`src/rtl/instr_sequencer.sv`:
```
// instr_sequencer: fetch/exec/writeback sequencer driving a 4-bit ALU + 16x4 RAM datapath.
module instr_sequencer #(
  parameter int DATA_W = 4,
  parameter int PC_W   = 4,
  parameter int IW     = 8
) (
  input  logic              clk,
  input  logic              rst,
  input  logic              start,
  output logic [PC_W-1:0]   prog_addr,
  input  logic [IW-1:0]     prog_data,
  output logic [DATA_W-1:0] alu_A,
  output logic [DATA_W-1:0] alu_B,
  output logic [1:0]        alu_opcode,
  input  logic [DATA_W-1:0] alu_result,
  output logic [DATA_W-1:0] ram_addr,
  output logic [DATA_W-1:0] ram_din,
  output logic              ram_we,
  input  logic [DATA_W-1:0] ram_dout,
  output logic [DATA_W-1:0] acc,
  output logic [PC_W-1:0]   pc,
  output logic              busy,
  output logic              halted
);
  localparam logic [2:0] S_IDLE  = 3'd0;
  localparam logic [2:0] S_FETCH = 3'd1;
  localparam logic [2:0] S_EXEC  = 3'd2;
  localparam logic [2:0] S_WB    = 3'd3;
  localparam logic [2:0] S_HALT  = 3'd4;
  localparam logic [2:0] OP_LDI  = 3'b001;
  localparam logic [2:0] OP_LD   = 3'b010;
  localparam logic [2:0] OP_ST   = 3'b011;
  localparam logic [2:0] OP_JMP  = 3'b100;
  localparam logic [2:0] OP_JZ   = 3'b101;
  localparam logic [2:0] OP_HALT = 3'b111;
  logic [2:0]        r_state;
  logic [PC_W-1:0]   r_pc;
  logic [DATA_W-1:0] r_acc;
  logic [IW-1:0]     r_ir;
  logic              w_alu;
  logic [2:0]        w_op;
  logic              w_to_wb;
  logic              w_jump;
  logic [PC_W-1:0]   w_pc_inc;
  assign w_alu    = r_ir[7];
  assign w_op     = r_ir[6:4];
  assign w_to_wb  = w_alu || w_op == OP_LD;
  assign w_jump   = !w_alu && (w_op == OP_JMP || (w_op == OP_JZ && r_acc == '0));
  assign w_pc_inc = r_pc + PC_W'(1);
  always_ff @(posedge clk) begin
    if (rst) begin
      r_state <= S_IDLE;
      r_pc    <= '0;
      r_acc   <= '0;
      r_ir    <= '0;
    end else begin
      case (r_state)
        S_IDLE:  r_state <= start ? S_FETCH : S_IDLE;
        S_FETCH: begin
          r_ir    <= prog_data;
          r_state <= S_EXEC;
        end
        S_EXEC: begin
          if (w_to_wb) r_state <= S_WB;
          else if (w_op == OP_HALT) r_state <= S_HALT;
          else begin
            r_state <= S_FETCH;
            r_pc    <= w_jump ? PC_W'(r_ir[3:0]) : w_pc_inc;
            if (w_op == OP_LDI) r_acc <= DATA_W'(r_ir[3:0]);
          end
        end
        S_WB: begin
          r_acc   <= w_alu ? alu_result : ram_dout;
          r_pc    <= w_pc_inc;
          r_state <= S_FETCH;
        end
        S_HALT:  r_state <= S_HALT;
        default: r_state <= S_IDLE;
      endcase
    end
  end
  assign prog_addr  = r_pc;
  assign pc         = r_pc;
  assign acc        = r_acc;
  assign alu_A      = r_acc;
  assign alu_B      = DATA_W'(r_ir[3:0]);
  assign alu_opcode = r_ir[6:5];
  assign ram_din    = r_acc;
  assign ram_addr   = (r_state == S_EXEC || r_state == S_WB) ? DATA_W'(r_ir[3:0]) : '0;
  // rst gates the strobe combinationally so an in-flight store is dropped in the reset cycle
  assign ram_we     = !rst && r_state == S_EXEC && !w_alu && w_op == OP_ST;
  assign busy       = r_state == S_FETCH || r_state == S_EXEC || r_state == S_WB;
  assign halted     = r_state == S_HALT;
endmodule
```
`config.mk`:
```
export PLATFORM = sky130hd
export DESIGN_NAME = instr_sequencer
export DESIGN_NICKNAME = d
export VERILOG_FILES = /design/src/rtl/instr_sequencer.sv
export SDC_FILE = /design/constraint.sdc
export NUM_CORES = 1
export LEC_CHECK = 0
export ABC_AREA = 1
export CAP_MARGIN = 20
export CORE_ASPECT_RATIO = 1.1
export CORE_MARGIN = 5
export CORE_UTILIZATION = 42
export DETAILED_ROUTE_END_ITERATION = 16
export HOLD_SLACK_MARGIN = 0.05
export PLACE_DENSITY = 0.9
export SLEW_MARGIN = 20
export SYNTH_ARGS = -nofsm -noshare
export SYNTH_HDL_FRONTEND = slang
export SYNTH_SLANG_ARGS = --single-unit
```
`constraint.sdc`:
```
create_clock -name clk -period 1.5 [get_ports clk]
set_input_delay 0.3 -clock clk [delete_from_list [all_inputs] [get_ports clk]]
set_output_delay 0.3 -clock clk [all_outputs]
set_load 0.05 [all_outputs]
```
======== Word-level counts from Yosys, hierarchy flattened ========
Index checks and enable logic that the tools add are counted.
cells by class
  reduce and logical (&&, ||, !) cells .... 17
  equal/unequal tests ..................... 13
  multiplexer cells ....................... 14
  add/subtract/negate cells ............... 1
operator list
  kind                   number
  $mux W4                8
  $pmux W4 S2            2
  $pmux W3 S5            1
  $eq A3 B2 Y1 const B   4
  $eq A3 B3 Y1 const B   4
  $eq A3 B1 Y1 const B   2
  $mux W3                2
  $ne A2 B2 Y1 const B   3
  $logic_and A1 B1 Y1    5
  $logic_or A1 B1 Y1     5
  $add A4 B1 Y4 const B  1
  $logic_not A4 Y1       1
  $reduce_and A4 Y1      1
  $logic_not A3 Y1       1
  $reduce_and A3 Y1      1
  $logic_not A1 Y1       2
  $reduce_bool A2 Y1     1
  $mux W1                1
storage, ports and cells
  word-level logic and storage cells ...... 49
  input bits .............................. 19
  output and inout port bits .............. 33
  register bits ........................... 19

======== Depth between registers and ports, before layout ========
Gate-level depths: netlist of the first run.
  word-level depth ........................ 8
  mapped depth ............................ 8
  depth with buffers taken out ............ 7

======== Least setup slack after synthesis of the first run ========
Ideal clock, no wire load.
  kind .................................... input port to output port
  start point ............................. input rst
  end point ............................... output ram_we
  slack ................................... -0.478 ns
  data required time ...................... 1.200 ns
  stages .................................. 4
  buffers on the path ..................... 1
  data arrival time ....................... 1.678 ns
  cells stage by stage .................... buf_2 inv_1 nand4_1 nor3_1
between the ends
  longest elaborated chain between the ends .. 4
RTL lines
  element                           RTL line  source
  from (decl)                       8         input logic rst,
  $logic_not A1 Y1                  91        assign ram_we = !rst && r_state == S_EXEC && !w_alu && w_op == OP_ST;
  $logic_and A1 B1 Y1 (3 in a row)  91
  to (decl)                         18        output logic ram_we,
No other way between the ends.

======== Final worst setup path of the first run ========
  start point ............................. register r_ir[4]
  end point ............................... output ram_we
between the ends
  longest elaborated chain between the ends .. 2
RTL lines
  element                 RTL line  source
  from (decl)             39        logic [IW-1:0] r_ir;
  from (signal assigned)  60        r_ir <= prog_data;
  $eq A3 B2 Y1            91
  $logic_and A1 B1 Y1     91
No other way between the ends.

==> results.sh, run 1 <==
export IMPL_arrival_ps=1380
export IMPL_grt_max_degree=18
export IMPL_irDropWorstVdd_uv=813
export IMPL_route_final_wire_length_mm=3.77
export IMPL_cts_root_buffer="clkbuf_4"
export IMPL_fp_dieH_microns=65.9
export IMPL_p_leak_nw=0.877
export IMPL_hold_viol=0
export IMPL_intPower_mw=0.947
export IMPL_power_density_nw_per_um2=716
export IMPL_die_area_sq_um=4010
export IMPL_clkSinkCount=19
export IMPL_synth_area_sq_um=1190
export IMPL_yosysTopAreaCellShare=0.319
export IMPL_synth_area_top_cells="dfxtp_1, buf_4, nand2_1"
export IMPL_slew_viol_final=0
export IMPL_vias_per_cell=5.34
export IMPL_hpwl_mm=2.57
export IMPL_syn_inst=172
export IMPL_core_area_sq_um=2750
export IMPL_drc=0
export IMPL_fill_cells=167
export IMPL_yosys_area_top_type="dfxtp_1"
export IMPL_hold_path_class="input port to flop"
export IMPL_hold_ws_ps=463
export IMPL_end_kind="output pin"
export IMPL_clkPwrFrac=0.179
export IMPL_numCtsBuffers=3
export IMPL_synth_edff_count=0
export IMPL_setup_violations=7
export IMPL_ys_ff_latch=19
export IMPL_top_level_ports=52
export IMPL_combPwrFrac=0.438
export IMPL_grt_usage=0.167
export IMPL_grt_pass1_vias=1177
export IMPL_vias=1378
export IMPL_seqPwrFrac=0.384
export IMPL_required_ps=1200
export IMPL_insertion_delay_ps=320
export IMPL_fin_crit_sh=1.12
export IMPL_cp_max_fo=4
export IMPL_fin_skew_ps=2.29
export IMPL_worstSetupStartpointType="flop"
export IMPL_violations="negative setup slack"
export IMPL_min_period_ps=1680
export IMPL_worstMarginPinSlew_ps=345
export IMPL_avgRoutedWirePerCell_microns=14.6
export IMPL_num_rows=20
export IMPL_drive_gt1_frac=0.418
export IMPL_antennaDiodeCount=0
export IMPL_drv_cap=0
export IMPL_gp_congestion=0.902
export IMPL_synth_main_ff_cell="dfxtp_1"
export IMPL_ys_seq_area_frac=0.319
export IMPL_status="finished, violations left"
export IMPL_initial_core_util=0.433
export IMPL_ant_nets=0
export IMPL_avgSynthCellArea_sq_um=6.93
export IMPL_antenna_found_initial=0
export IMPL_worstSetupPathType="flop to output pin"
export IMPL_mappedNetlistNets=192
export IMPL_clk_pin_slew_ps=110
export IMPL_cts_tree="yes"
export IMPL_async_flop_share=0
export IMPL_clock_path_buffers=2
export IMPL_gr_total_overflow=0
export IMPL_htreeDepth=1
export IMPL_p_total_mw=1.56
export IMPL_nNetsFinal=246
export IMPL_die_x_microns=60.8
export IMPL_fin_tns_setup_ps=-474
export IMPL_postCtsHoldBufs=0
export IMPL_drt_iter0_drc=62
export IMPL_drt_pass1_iterations=4
export IMPL_synth_distinct_cells=26
export IMPL_timing_fmax_mhz=596
export IMPL_final_core_util=0.790
export IMPL_yosysWarnings=0
export IMPL_port_buffers=51
export IMPL_netSwitchingPower_mw=0.610
export IMPL_finalWorstSetupSlack_ps=-178
export IMPL_grt_pass1_wl_mm=5.09
export IMPL_switching_share=0.392
export IMPL_maxSlewHeadroom=0.769
export IMPL_rsz0062_at_grt="yes"
export IMPL_area_growth_pct=82.4
[what timing repair did]
action                                  4_1_cts  5_1_grt
hold endpoints to repair                      0        0
gates resized for setup                      15       14
endpoints found under the setup margin        7        9
pin swaps                                     1        4
setup buffers                                 5        5
[cell usage after synthesis, types with 3 or more instances]
cell type	n
a21oi_2	3
o21ai_1	6
o21ai_0	10
nand3_1	14
a21oi_1	14
nand2_1	34
inv_1	8
buf_4	19
dfxtp_1	19
inv_2	7
nor2_4	3
nor2_1	17
[cell usage in the layout, fill, tap and decap left out, types with 3 or more instances in the layout]
cell and n:
clkbuf_4 3, o21ai_0 10, clkdlybuf4s50_1 17, a21oi_1 14, inv_2 6, nand2_1 33
inv_1 7, buf_12 33, nand3_1 14, buf_4 19, nand2_2 3, dfxtp_1 12
o21ai_1 6, nor2_4 9, dfxtp_2 5, nor2_1 10, a21oi_2 3
[metrics by stage]
step	worst slack [ps]	cell area [sq um]	std cells
4_1_cts	-105	2090	253
2_1_floorplan	-45.8	1200	172
5_1_grt	-248	2170	258
3_5_place_dp	-109	2000	244
3_3_place_gp	-114	2000	244
6_report	-178	2170	258
[cells by family (layout without fill, tap and decap cells)]
family          after synthesis  count (layout)  synth area share
compound gates               37              37             0.181
xor+xnor                      1               1           0.00735
fa+ha+maj                     1               1            0.0105
buf+inv                      37              90             0.184
flops                        19              19             0.319
simple gates                 77              77             0.299
[critical path, cell delays in order (launching register included)]
cell and delay (ps):
dfxtp_2 360, inv_2 70, nor2_4 100, nand4_1 150, nor3_4 210, buf_12 170
[registers in the layout (all words and copies together), names as in the netlist]
register / cells
r_ir: 8
acc: 4
pc: 4
r_state: 3
[cell type report]
type | count | area [sq um] | share of cell area
tap | 33 | 41.3 | 0.0190
multi-input combinational | 116 | 654 | 0.301
timing repair buffer | 71 | 993 | 0.457
clock buffer | 3 | 22.5 | 0.0104
sequential | 19 | 394 | 0.181
inverter | 15 | 63.8 | 0.0293
clock inverter | 1 | 5.00 | 0.00230
[final timing paths]
kind	start	end	slack, ps	cells after the start
worst min-delay path	rst	acc[3]$_SDFFE_PP0P_	460	3
worst max register to register	r_state[1]$_SDFF_PP0_	pc[1]$_SDFFE_PP0P_	10	9
worst max-delay path	r_ir[4]$_SDFFE_PP0N_	ram_we	-180	5
worst min register to register	r_ir[4]$_SDFFE_PP0N_	r_ir[4]$_SDFFE_PP0N_	580	2
[metal layers]
| metal | up-vias | track usage | share of wire |
|---|---|---|---|
| met5 | - | 0 | 0 |
| met4 | 0 | 0.0678 | 0.029 |
| met3 | 12 | 0.0371 | 0.062 |
| met2 | 66 | 0.313 | 0.54 |
| met1 | 644 | 0.172 | 0.36 |
| li1 | 656 | - | - |
[power groups by stage]
stage                     Sequential, mW  Clock (mW)  Combinational [mW]
after floorplan                    0.620           0               0.334
after global placement             0.603           0               0.603
after detailed placement           0.607           0               0.613
after CTS                          0.593       0.275               0.646
after global routing               0.601       0.297               0.715
final                              0.598       0.278               0.682
Power figures use the tool's default switching activity.
==> run 2, diff against run 1 <==
--- a/config.mk
+++ b/config.mk
@@ -5,14 +5,14 @@
 export SDC_FILE = /design/constraint.sdc
 export NUM_CORES = 1
 export LEC_CHECK = 0
-export ABC_AREA = 1
 export CAP_MARGIN = 20
 export CORE_ASPECT_RATIO = 1.1
 export CORE_MARGIN = 5
-export CORE_UTILIZATION = 42
+export CORE_UTILIZATION = 41
 export DETAILED_ROUTE_END_ITERATION = 16
 export HOLD_SLACK_MARGIN = 0.05
-export PLACE_DENSITY = 0.9
+export PLACE_DENSITY = 0.89
+export RECOVER_POWER = 50
 export SLEW_MARGIN = 20
 export SYNTH_ARGS = -nofsm -noshare
 export SYNTH_HDL_FRONTEND = slang
==> run 2 against run 1 <==
  * Maximum frequency rose by 4.9%
  * Largest cell class unchanged
  * Total power decreased by 11%
  * The flow still finishes with violations (negative setup slack)
  * Final area grew 3.4%
  * Sequential share of layout area shrank 0.26 points
  * Critical path depth fell by 2
  * Highest routed layer unchanged
  * Core utilization up 2.7 points
  * Register-to-register slack worse by 70 ps
  * Clock skew is 7.1 ps higher
  * Non-clock buffer count is 7 higher
  * Worst setup slack improved by 78 ps
  * Count of clock-buffer cells in the layout rose by 1
  * Synthesized cell count down 23%
==> results.sh, run 2 <==
export IMPL_async_flop_share=0
export IMPL_final_common_cell="buf_12"
export IMPL_synth_area_top_cells="dfxtp_1, mux2i_1, buf_4"
export IMPL_yosysTopAreaCellShare=0.327
export IMPL_critical_path_endpoint="ram_we"
export IMPL_yosys_mux_area_fraction=0.121
export IMPL_worstSetupPathType="input port to output pin"
export IMPL_syn_inst=133
export IMPL_synth_compound_area_share=0.168
export IMPL_vias=1258
export IMPL_place_area_sq_um=2060
export IMPL_status="finished, violations left"
export IMPL_yosysMostFrequentCell="dfxtp_1"
export IMPL_clkSinkCount=19
export IMPL_htreeDepth=1
export IMPL_drt_pass1_iterations=4
export IMPL_yosys_top_cells_count="dfxtp_1, buf_4, nor2_1"
export IMPL_cts_root_buffer="clkbuf_4"
export IMPL_cts_tree="yes"
export IMPL_maxSlewHeadroom=0.779
export IMPL_avgSynthCellArea_sq_um=8.74
export IMPL_arrival_ps=1300
export IMPL_fin_crit_sh=1.07
export IMPL_ys_seq_area_frac=0.327
export IMPL_timing_fmax_mhz=625
export IMPL_yosysWarnings=0
export IMPL_largest_reg_flops=8
export IMPL_top_level_ports=52
export IMPL_ant_nets=0
export IMPL_hpwl_mm=2.90
export IMPL_grt_pass1_vias=1273
export IMPL_area_growth_pct=93.4
export IMPL_cp_max_fo=2
export IMPL_fp_dieH_microns=65.8
export IMPL_final_cell_mix="buf_12, buf_4, clkdlybuf4s50_1"
export IMPL_synth_main_ff_cell="dfxtp_1"
export IMPL_hold_path_class="flop to flop"
export IMPL_port_buffers=51
export IMPL_largest_register="r_ir"
export IMPL_end_kind="output pin"
export IMPL_route_final_wire_length_mm=4.06
export IMPL_synth_edff_count=0
export IMPL_synth_fa_ha_area_frac=0.0108
export IMPL_p_total_mw=1.39
export IMPL_drive_gt1_frac=0.500
export IMPL_nNetsFinal=213
export IMPL_synth_simple_area_share=0.223
export IMPL_slew_viol_final=0
export IMPL_grt_max_degree=23
export IMPL_r2r_cells=5
export IMPL_yosys_area_top_type="dfxtp_1"
export IMPL_setup_violations=9
export IMPL_finalWorstSetupSlack_ps=-100
export IMPL_final_cell_area_sq_um=2250
export IMPL_irDropWorstVdd_uv=624
export IMPL_r2r_slack_ps=-60
export IMPL_antenna_found_initial=0
export IMPL_fill_cells=149
export IMPL_gp_congestion=0.914
export IMPL_clk_pin_slew_ps=120
export IMPL_rsz0062_at_grt="yes"
export IMPL_synth_xor_area_frac=0.00753
export IMPL_synth_area_sq_um=1160
export IMPL_antennaDiodeCount=0
export IMPL_postCtsHoldBufs=0
export IMPL_insertion_delay_ps=300
export IMPL_die_x_microns=60.8
export IMPL_drv_cap=0
export IMPL_ys_ff_latch=19
export IMPL_r2r_start="r_ir[6]$_SDFFE_PP0N_"
export IMPL_core_area_sq_um=2750
export IMPL_drt_iter0_drc=40
export IMPL_hold_viol=0
export IMPL_num_rows=20
export IMPL_gr_total_overflow=0
export IMPL_initial_core_util=0.422
export IMPL_clock_path_buffers=2
export IMPL_mappedNetlistNets=153
export IMPL_synth_distinct_cells=34
export IMPL_synth_top_family_by_area="simple AND/OR/NAND/NOR gates"
export IMPL_avgRoutedWirePerCell_microns=18.1
export IMPL_power_density_nw_per_um2=618
export IMPL_grt_pass1_wl_mm=6.40
export IMPL_die_area_sq_um=4000
export IMPL_grt_usage=0.214
export IMPL_numCtsBuffers=3
export IMPL_crit_path_start="rst"
export IMPL_required_ps=1200
export IMPL_worstSetupStartpointType="input port"
export IMPL_p_leak_nw=0.911
export IMPL_worstMarginPinSlew_ps=330
export IMPL_r2r_end="pc[2]$_SDFFE_PP0P_"
export IMPL_min_period_ps=1600
export IMPL_vias_per_cell=5.59
export IMPL_violations="negative setup slack"
export IMPL_fin_skew_ps=9.35
export IMPL_drc=0
[run 2: cell count changes in the layout (fill, tap and decap cells not counted), moves of 8 or more]
cell / delta
buf_4: +8
nand2_1: -31
mux2i_1: +14
a21oi_1: -13
a211oi_1: +9
o21ai_0: -10
nand3_1: -12
[run 2: cell type report]
| cell class | instances | area (sq um) | area share |
|---|---|---|---|
| timing repair buffer | 78 | 1040 | 0.464 |
| multi-input combinational | 88 | 724 | 0.322 |
| sequential | 19 | 402 | 0.179 |
| tap | 33 | 41.3 | 0.0184 |
| clock buffer | 4 | 26.3 | 0.0117 |
| inverter | 3 | 11.3 | 0.00501 |
[run 2: timing repair]
| item | 4_1_cts | 5_1_grt |
|---|---|---|
| hold endpoints to repair | 0 | 0 |
| gates cloned | 0 | 0 |
| pin swaps | 6 | 3 |
| endpoints found under the setup margin | 9 | 13 |
| setup buffers | 8 | 2 |
| gates resized for setup | 18 | 12 |
[run 2: metal layers]
metal  up-vias  track usage  routed length [microns]
li1        573            -                        -
met1       606        0.263                     1610
met2        64        0.358                     2080
met3        15       0.0215                      217
met4         0        0.111                      149
met5         -            0                        0
[run 2: worst max-delay path, cell delays in order]
cell and delay, ps:
clkdlybuf4s50_1 480, nor4_4 340, buf_12 180
[run 2: report_power, final]
part           switching, mW  internal [mW]  leakage, nW  total (mW)
clock                  0.165          0.104       0.0150       0.269
combinational          0.275          0.279        0.736       0.554
sequential            0.0360          0.530        0.160       0.566
total                  0.476          0.913        0.911        1.39
[run 2: metrics by stage]
stage	cells	utilization	setup TNS (ps)	hold WS [ps]	worst slack (ps)
after global routing	225	0.817	-851	538	-121
after CTS	223	0.796	-139	496	-126
final	225	0.817	-387	509	-100
after detailed placement	212	0.747	-379	523	-109
after global placement	212	0.747	-147	496	-79.0
after floorplan	133	-	-58.8	444	-58.8
[run 2: cell families (layout without fill, tap and decap cells)]
group | count (synthesis) | in the layout
and+or+nand+nor | 48 | 48
muxes | 14 | 14
DFF | 19 | 19
adders and majority gates | 1 | 1
AOI/OAI and AO/OA | 24 | 24
buffers and inverters | 26 | 85
xor gates and xnor gates | 1 | 1
[run 2: how the worst min path moves through the flow]
stage	cells after the start	end	slack [ps]	startpoint
2_1_floorplan	2	r_state[0]$_SDFF_PP0_	440	start
3_3_place_gp	1	r_state[0]$_SDFF_PP0_	500	r_state[2]$_SDFF_PP0_
3_5_place_dp	1	r_state[0]$_SDFF_PP0_	520	r_state[2]$_SDFF_PP0_
4_1_cts	1	r_state[0]$_SDFF_PP0_	500	r_state[2]$_SDFF_PP0_
5_1_grt	1	r_state[0]$_SDFF_PP0_	540	r_state[2]$_SDFF_PP0_
6_report	1	r_state[0]$_SDFF_PP0_	510	r_state[2]$_SDFF_PP0_
==> run 3, diff against run 2 <==
--- a/config.mk
+++ b/config.mk
@@ -11,6 +11,7 @@
 export CORE_UTILIZATION = 41
 export DETAILED_ROUTE_END_ITERATION = 16
 export HOLD_SLACK_MARGIN = 0.05
+export MAX_ROUTING_LAYER = met4
 export PLACE_DENSITY = 0.89
 export RECOVER_POWER = 50
 export SLEW_MARGIN = 20
==> run 3 against run 2 <==
  * The flow still finishes with violations (negative setup slack)
  * Maximum frequency shrank 1.8%
  * Total power increased by 3.6%
  * Global-route usage increased by 1.1 points
  * Final area up 4.5%
  * Critical path depth is 2 higher
  * Non-clock buffer count increased by 2
  * Hold slack improved by 2.5 ps
  * Combinational power up 6.5%
==> results.sh, run 3 (same netlist as run 2, synthesis figures left out) <==
export IMPL_route_final_wire_length_mm=4.72
export IMPL_hold_ws_ps=511
export IMPL_avgRoutedWirePerCell_microns=20.8
export IMPL_cp_max_fo=4
export IMPL_min_period_ps=1630
export IMPL_gp_congestion=0.930
export IMPL_final_cell_mix="buf_12, buf_4, clkdlybuf4s50_1"
export IMPL_clkSinkCount=19
export IMPL_num_rows=20
export IMPL_min_path_cells=1
export IMPL_die_x_microns=60.8
export IMPL_r2r_start="r_state[1]$_SDFF_PP0_"
export IMPL_largest_reg_flops=8
export IMPL_drc=0
export IMPL_hpwl_mm=2.88
export IMPL_htreeDepth=1
export IMPL_crit_path_start="r_state[1]$_SDFF_PP0_"
export IMPL_cts_tree="yes"
export IMPL_hold_path_class="flop to flop"
export IMPL_core_area_sq_um=2750
export IMPL_vias=1304
export IMPL_fill_cells=132
export IMPL_worstSetupStartpointType="flop"
export IMPL_port_buffers=51
export IMPL_grt_pass1_vias=1295
export IMPL_dp_slack_ps=-108
export IMPL_ant_nets=0
export IMPL_area_growth_pct=102
export IMPL_top_level_ports=52
export IMPL_drv_cap=0
export IMPL_end_kind="output pin"
export IMPL_maxSlewHeadroom=0.735
export IMPL_power_density_nw_per_um2=612
export IMPL_r2r_cells=6
export IMPL_cts_root_buffer="clkbuf_4"
export IMPL_die_area_sq_um=4000
export IMPL_place_area_sq_um=2060
export IMPL_hold_viol=0
export IMPL_slew_viol_final=0
export IMPL_timing_fmax_mhz=613
export IMPL_fp_dieH_microns=65.8
export IMPL_grt_pass1_wl_mm=6.57
export IMPL_finalWorstSetupSlack_ps=-130
export IMPL_r2r_slack_ps=-30
export IMPL_holdPathEnd="r_state[0]$_SDFF_PP0_"
export IMPL_status="finished, violations left"
export IMPL_violations="negative setup slack"
export IMPL_grt_max_degree=23
export IMPL_final_common_cell="buf_12"
export IMPL_required_ps=1200
export IMPL_largest_register="r_ir"
export IMPL_nNetsFinal=215
export IMPL_final_cell_area_sq_um=2350
export IMPL_gr_total_overflow=0
export IMPL_final_core_util=0.854
export IMPL_hp_start="r_state[2]$_SDFF_PP0_"
export IMPL_grt_usage=0.225
export IMPL_fin_crit_sh=1.09
export IMPL_worstSetupPathType="flop to output pin"
export IMPL_drive_gt1_frac=0.557
export IMPL_irDropWorstVdd_uv=852
export IMPL_initial_core_util=0.422
export IMPL_setup_violations=11
export IMPL_fin_skew_ps=2.04
export IMPL_numCtsBuffers=3
export IMPL_clk_pin_slew_ps=110
export IMPL_clock_path_buffers=2
export IMPL_rsz0062_at_grt="yes"
export IMPL_drt_pass1_iterations=4
export IMPL_insertion_delay_ps=310
export IMPL_arrival_ps=1330
export IMPL_p_leak_nw=0.932
export IMPL_drt_iter0_drc=52
export IMPL_worstMarginPinSlew_ps=397
export IMPL_antennaDiodeCount=0
export IMPL_antenna_found_initial=0
export IMPL_vias_per_cell=5.74
export IMPL_r2r_end="pc[1]$_SDFFE_PP0P_"
## run 3: cell types whose count changed in the layout (fill, tap and decap cells not counted), sizes merged
cell  before  now
buf       60   62
## run 3: per-stage QoR
stage                     TNS, ps  power, mW  instances
after floorplan             -58.8      0.836        133
after detailed placement     -403       1.07        212
after CTS                    -319       1.36        225
after global routing        -1290       1.48        227
after global placement       -147       1.06        212
final                        -565       1.44        227
## run 3: critical path, stage by stage (launching register included)
cell     delay, ps
dfxtp_4        360
buf_6          120
buf_6          120
nor2_4         130
and2_4         160
buf_12         130
## run 3: final cells by class
type,instances,area (sq um),area share
clock buffers,4,26.3,0.0112
flip-flops and latches,19,402,0.171
multi-input cells,88,785,0.334
repair buffers,80,1080,0.462
well taps,33,41.3,0.0176
inverters,3,11.3,0.00479
## run 3: routing by layer
layer	global-route usage	wire, microns	part of all wire	up-vias
li1	-	-	-	577
met1	0.259	1940	0.41	639
met2	0.381	2380	0.50	71
met3	0.0273	243	0.051	17
met4	0.103	159	0.034	0
met5	-	0	0	-
## run 3: worst max path at each step
stage                              end  cells past startpoint
finish                          halted                      5
global route                    halted                      5
CTS                             ram_we                      4
detailed placement  pc[0]$_SDFFE_PP0P_                      4
global placement                ram_we                      3
floorplan                       ram_we                      3
## run 3: timing repair
item / 4_1_cts / 5_1_grt
setup buffers: 9 / 2
hold buffers: 0 / 0
resized for setup: 27 / 20
pin swaps: 7 / 8
gates cloned: 0 / 0
setup endpoints to repair: 9 / 20
## run 3: power by group
part / total [mW] / switching, mW / leakage (nW) / internal, mW
Combinational: 0.590 / 0.293 / 0.756 / 0.296
Sequential: 0.569 / 0.0388 / 0.160 / 0.530
Clock: 0.280 / 0.176 / 0.0150 / 0.104
Total: 1.44 / 0.508 / 0.932 / 0.930
==> variant 1 (settings of run 3) <==
Put a register stage on the output `ram_addr`, without a reset. The value now appears one clock later. The other outputs are not delayed to match.
--- a/src/rtl/instr_sequencer.sv
+++ b/src/rtl/instr_sequencer.sv
@@ -88,3 +88,5 @@
   assign ram_din    = r_acc;
-  assign ram_addr   = (r_state == S_EXEC || r_state == S_WB) ? DATA_W'(r_ir[3:0]) : '0;
+  always_ff @(posedge clk) begin
+    ram_addr <= (r_state == S_EXEC || r_state == S_WB) ? DATA_W'(r_ir[3:0]) : '0;
+  end
   // rst gates the strobe combinationally so an in-flight store is dropped in the reset cycle
Behaviour: not the same (a bounded check fails within 4 cycles, from zero or initial values and one cycle with rst high).
==> variant 1 against run 3 <==
  * Wire length down 11%
  * First-iteration DRC count down 3.8%
  * Via count up 0.61%
  * Utilization down 9.7 points
  * Design area down 2.7%
  * Sequential cell count up 4
  * Area after synthesis up 8.8%
  * The run still ends with negative setup slack left
  * Global-route usage down 4.4 points
  * Critical path type unchanged
  * Cell count up 0.44%
  * Synthesized cell count up 7.5%
  * Setup slack worse by 0.14 ns
  * Combinational power down 23%
  * Total power up 1.2%
==> variant 1: results (changes against run 3) <==
| Metric | Value |
|---|---|
| Outcome | `finished with violations` |
| Sw frac | `0.335 (-0.0181)` |
| First-pass GRT wire length | `5900 microns (-10%)` |
| Crit-path max FO | `2 (-2)` |
| Largest net degree at the start of global routing | `21 (-8.7%)` |
| # fillers | `199 (+51%)` |
| Syn Area/Cell | `8.85 sq um (+1.2%)` |
| Crit path max-delay family | `simple AND/OR/NAND/NOR gates` |
| Clock Latency Late Sink | `0.35 ns (+0.04 ns)` |
| Register area share after synthesis | `0.364 (+0.0368)` |
| Aggregate routed wire length | `4220 microns (-11%)` |
| Pre-CTS setup slack | `-0.0366 ns (+0.0709 ns)` |
| Netlist cell types | `36 (+5.9%)` |
| Synth top area cells | `dfxtp_1, mux2i_1, buf_4` |
| Peak VDD IR | `749 uV (-12%)` |
| Placed cells | `217 (+2.4%)` |
| GPL Wtd Cong | `0.851 (-8.5%)` |
| CP max stage cell | `dfxtp_2` |
| Setup-failing EPs final | `2 (-9)` |
| Final Non-Filler Cells | `228 (+0.44%)` |
| Crit path capture | `ram_we` |
| Grt met3 use | `0.0476 (+0.0203)` |
| Post-route setup slack | `-0.267 ns (-0.137 ns)` |
| Reg2Reg Capture Point | `pc[0]$_SDFFE_PP0P_` |
| Violated checks | `negative setup slack` |
| Crit path DAT | `1.47 ns (+0.14 ns)` |
| Reg-to-Reg Start | `acc[2]$_SDFFE_PP0P_` |
| Placed Area | `2140 sq um (+4.3%)` |
| Tot GR Track Use | `0.181 (-0.0440)` |
| Vias in the first global route | `1,249 (-3.6%)` |
| GR Util met2 | `0.342 (-0.0387)` |
| R2r setup slk | `-0.02 ns` |
| Final Skew | `0.0231 ns (+0.0211 ns)` |
| Leakage | `0.885 nW (-5.0%)` |
| Setup crit start | `r_ir[7]$_SDFFE_PP0N_` |
| Synth cell count leaders | `dfxtp_1, buf_4, mux2i_1, nor2_1` |
| DP HPWL | `2920 microns (+1.4%)` |
| Hold crit path type | `in -> reg` |
| Synth Net Count | `163 (+6.5%)` |
| Final Cell Area | `2290 sq um (-2.7%)` |
| Vias per inst | `5.75 (+0.17%)` |
variant 1: changes by cell type after synthesis, sizes merged, moves of 4 or more:
cell and change:
a211oi -7, dfxtp +4, a21oi +5, nor2b -4, o211ai +5
variant 1: how the worst min path moves through the flow:
| stage | start | depth (start not counted) | end |
|---|---|---|---|
| detailed placement | pc[0]$_SDFFE_PP0P_ | 2 | pc[0]$_SDFFE_PP0P_ |
| CTS | r_state[1]$_SDFF_PP0_ | 2 | ram_addr[0]$_SDFF_PN0_ |
| global placement | pc[0]$_SDFFE_PP0P_ | 2 | pc[0]$_SDFFE_PP0P_ |
| global route | prog_data[2] | 3 | r_ir[2]$_SDFFE_PP0N_ |
| finish | prog_data[7] | 3 | r_ir[7]$_SDFFE_PP0N_ |
| floorplan | prog_data[0] | 2 | r_ir[0]$_SDFFE_PP0N_ |
variant 1: power groups by stage:
stage               clock network [mW]  registers (mW)  logic (mW)
floorplan                            0           0.694       0.218
global placement                     0           0.688       0.403
detailed placement                   0           0.691       0.419
CTS                              0.316           0.677       0.426
global route                     0.347           0.684       0.476
finish                           0.318           0.680       0.457
variant 1: repair_timing:
| item | 4_1_cts | 5_1_grt |
|---|---|---|
| setup buffers | 2 | 6 |
| setup endpoints to repair | 7 | 11 |
| pin swaps | 1 | 8 |
| hold buffers | 0 | 0 |
| resized for setup | 7 | 17 |
variant 1: cells by family after synthesis:
logic type | count (synthesis) | share of synthesized area
DFF | 23 | 0.364
and+or+nand+nor | 47 | 0.210
muxes | 15 | 0.119
xor gates and xnor gates | 1 | 0.00693
AOI/OAI and AO/OA | 26 | 0.144
adders and majority gates | 1 | 0.00989
buffers and inverters | 30 | 0.146
variant 1: stage by stage:
step	hold slack [ns]	TNS, ns
floorplan	0.447	-0.168
global placement	0.524	-0.0248
detailed placement	0.551	-0.0840
CTS	0.550	-0.422
global route	0.571	-0.545
finish	0.566	-0.289
variant 1: tightest hold or removal path: cells and delay by family:
kind,cells,cell delay (ns)
buf+inv,1,0.40
simple gates,1,0.05
mux,1,0.13
variant 1: per-layer routing:
metal  part of all wire  vias up
met5                  0        -
met4              0.025        0
met3              0.077       12
met2               0.54       77
met1               0.36      634
li1                   -      589
variant 1: final cells by class:
| type | instances | share of cell area |
|---|---|---|
| clock inverter | 1 | 0.00219 |
| inverter | 4 | 0.00657 |
| sequential | 23 | 0.211 |
| tap | 34 | 0.0186 |
| clock buffer | 3 | 0.00985 |
| multi-input combinational | 90 | 0.307 |
| timing repair buffer | 73 | 0.445 |
==> variant 2 (settings of run 3) <==
Without the edit above. Set the parameter `DATA_W` to 5 (it was 4).
--- a/src/rtl/instr_sequencer.sv
+++ b/src/rtl/instr_sequencer.sv
@@ -2,3 +2,3 @@
 module instr_sequencer #(
-  parameter int DATA_W = 4,
+  parameter int DATA_W = 5,
   parameter int PC_W   = 4,
Ports: changed (7 resized); port bits go from 52 to 59. The function was not compared with the original's and may differ.
==> variant 2 against run 3 <==
  * The flow still finishes with violations (negative setup slack)
  * Wire length fell by 9.5%
  * Design area up 3.9%
  * Via count increased by 3.5%
  * Non-clock buffer count rose by 5
  * Die area is 9.2% higher
  * Sequential share of layout area is 0.13 points higher
  * Area after synthesis is 11% higher
  * Sequential cell count grew 1
  * Setup slack worse by 0.057 ns
  * Synthesized cell count rose by 14%
  * Total power rose by 9.0%
  * Sequential power rose by 3%
==> variant 2: results (changes against run 3) <==
| Metric | Value |
|---|---|
| Outcome | `finished with violations` |
| Violated checks | `negative setup slack` |
| Synth top area cells | `dfxtp_1, buf_4, mux2i_1` |
| First-pass GRT wire length | `6560 microns (-0.11%)` |
| IO buf count | `56 (+9.8%)` |
| Synth cell count leaders | `buf_4, dfxtp_1, nor2_1, mux2i_1, a211oi_1` |
| Post-Synth Adder-Cell Area | `0.00970 (-0.00106)` |
| Netlist cell types | `36 (+5.9%)` |
| Worst Hold Depth | `3 (+2)` |
| Metal3 WL | `242 microns (-0.41%)` |
| Aggregate routed wire length | `4280 microns (-9.5%)` |
| Compound-Gate Fraction of Synth Area | `0.147 (-0.0205)` |
| Post-route setup slack | `-0.187 ns (-0.0574 ns)` |
| DRT met1 WL | `1610 microns (-17%)` |
| Final Skew | `0.00755 ns (+0.00551 ns)` |
| Crit-path max cell delay | `0.38 ns (+0.02 ns)` |
| Mapped Cells | `151 (+14%)` |
| Hold crit path type | `in -> reg` |
| Setup-failing EPs final | `8 (-3)` |
| Wire length on met2 | `2310 microns (-2.9%)` |
| Vias per inst | `5.49 (-4.5%)` |
| Vias in the first global route | `1,378 (+6.4%)` |
| Crit path max-delay family | `simple AND/OR/NAND/NOR gates` |
| Total sequential power | `587 uW (+3%)` |
| Placed cells | `236 (+11%)` |
| Iter 0 DRT Violations | `64 (+23%)` |
| Post-synthesis xor/xnor area fraction | `0.00679 (-0.000745)` |
| Largest net degree at the start of global routing | `25 (+8.7%)` |
| Layout cells sized above 1 | `0.481 (-0.0756)` |
| Leakage | `0.972 nW (+4.3%)` |
| Clk pin slew, worst setup/hold paths | `0.13 ns (+0.02 ns)` |
| Pre-CTS setup slack | `-0.0940 ns (+0.0135 ns)` |
| Mux share of post-synthesis cell area | `0.101 (-0.0197)` |
| Placed Area | `2280 sq um (+11%)` |
| Tot GR Track Use | `0.198 (-0.0265)` |
| GPL Wtd Cong | `0.809 (-13%)` |
| Post-CTS Setup Inserts | `5 (-4)` |
| Reg2reg path depth | `4 (-2)` |
| DP HPWL | `3060 microns (+6.3%)` |
| Register area share after synthesis | `0.310 (-0.0169)` |
| Async SR Flop Fraction | `0 (unchanged)` |
==> variant 2: cell count changes in the layout (fill, tap and decap cells not counted), moves of 3 or more <==
cell,before,now
o211ai_1,0,4
buf_12,33,36
nand4_1,0,5
buf_4,22,25
nor2_1,11,14
o32ai_2,3,0
buf_6,7,3
==> variant 2: routing by layer <==
metal | up-vias | global-route usage
met5 | - | -
met4 | 0 | 0.0727
met3 | 14 | 0.0308
met2 | 61 | 0.386
met1 | 640 | 0.202
li1 | 635 | -
==> variant 2: final cells by class <==
class,count,share of cell area
Clock buffer,4,0.0195
Multi-Input combinational cell,100,0.314
Timing Repair Buffer,85,0.473
Sequential cell,20,0.172
Tap cell,34,0.0174
Inverter,3,0.00461
==> variant 2: stage by stage <==
stage / setup TNS (ns) / total power, mW / util
2_1_floorplan: -0.179 / 0.894 / -
3_3_place_gp: -0.225 / 1.13 / 0.747
3_5_place_dp: -0.303 / 1.14 / 0.747
4_1_cts: -0.498 / 1.55 / 0.784
5_1_grt: -1.07 / 1.63 / 0.801
6_report: -0.415 / 1.57 / 0.801
==> variant 2: cell families after synthesis <==
logic type,count (synthesis)
buffers and inverters,32
XOR/XNOR,1
flip-flops,20
AO/OA/AOI/OAI,25
adder cells (fa/ha/maj),1
AND/OR/NAND/NOR,58
multiplexers,13
other,1
==> variant 2: final timing paths <==
check	slack, ns	to	start
worst max-delay path	-0.19	ram_we	r_ir[6]$_SDFFE_PP0P_
worst min register to register	0.60	acc[4]$_SDFFE_PP0P_	acc[4]$_SDFFE_PP0P_
worst max register to register	-0.05	pc[2]$_SDFFE_PP0P_	acc[1]$_SDFFE_PP0P_
worst min-delay path	0.53	r_state[0]$_SDFF_PP0_	start
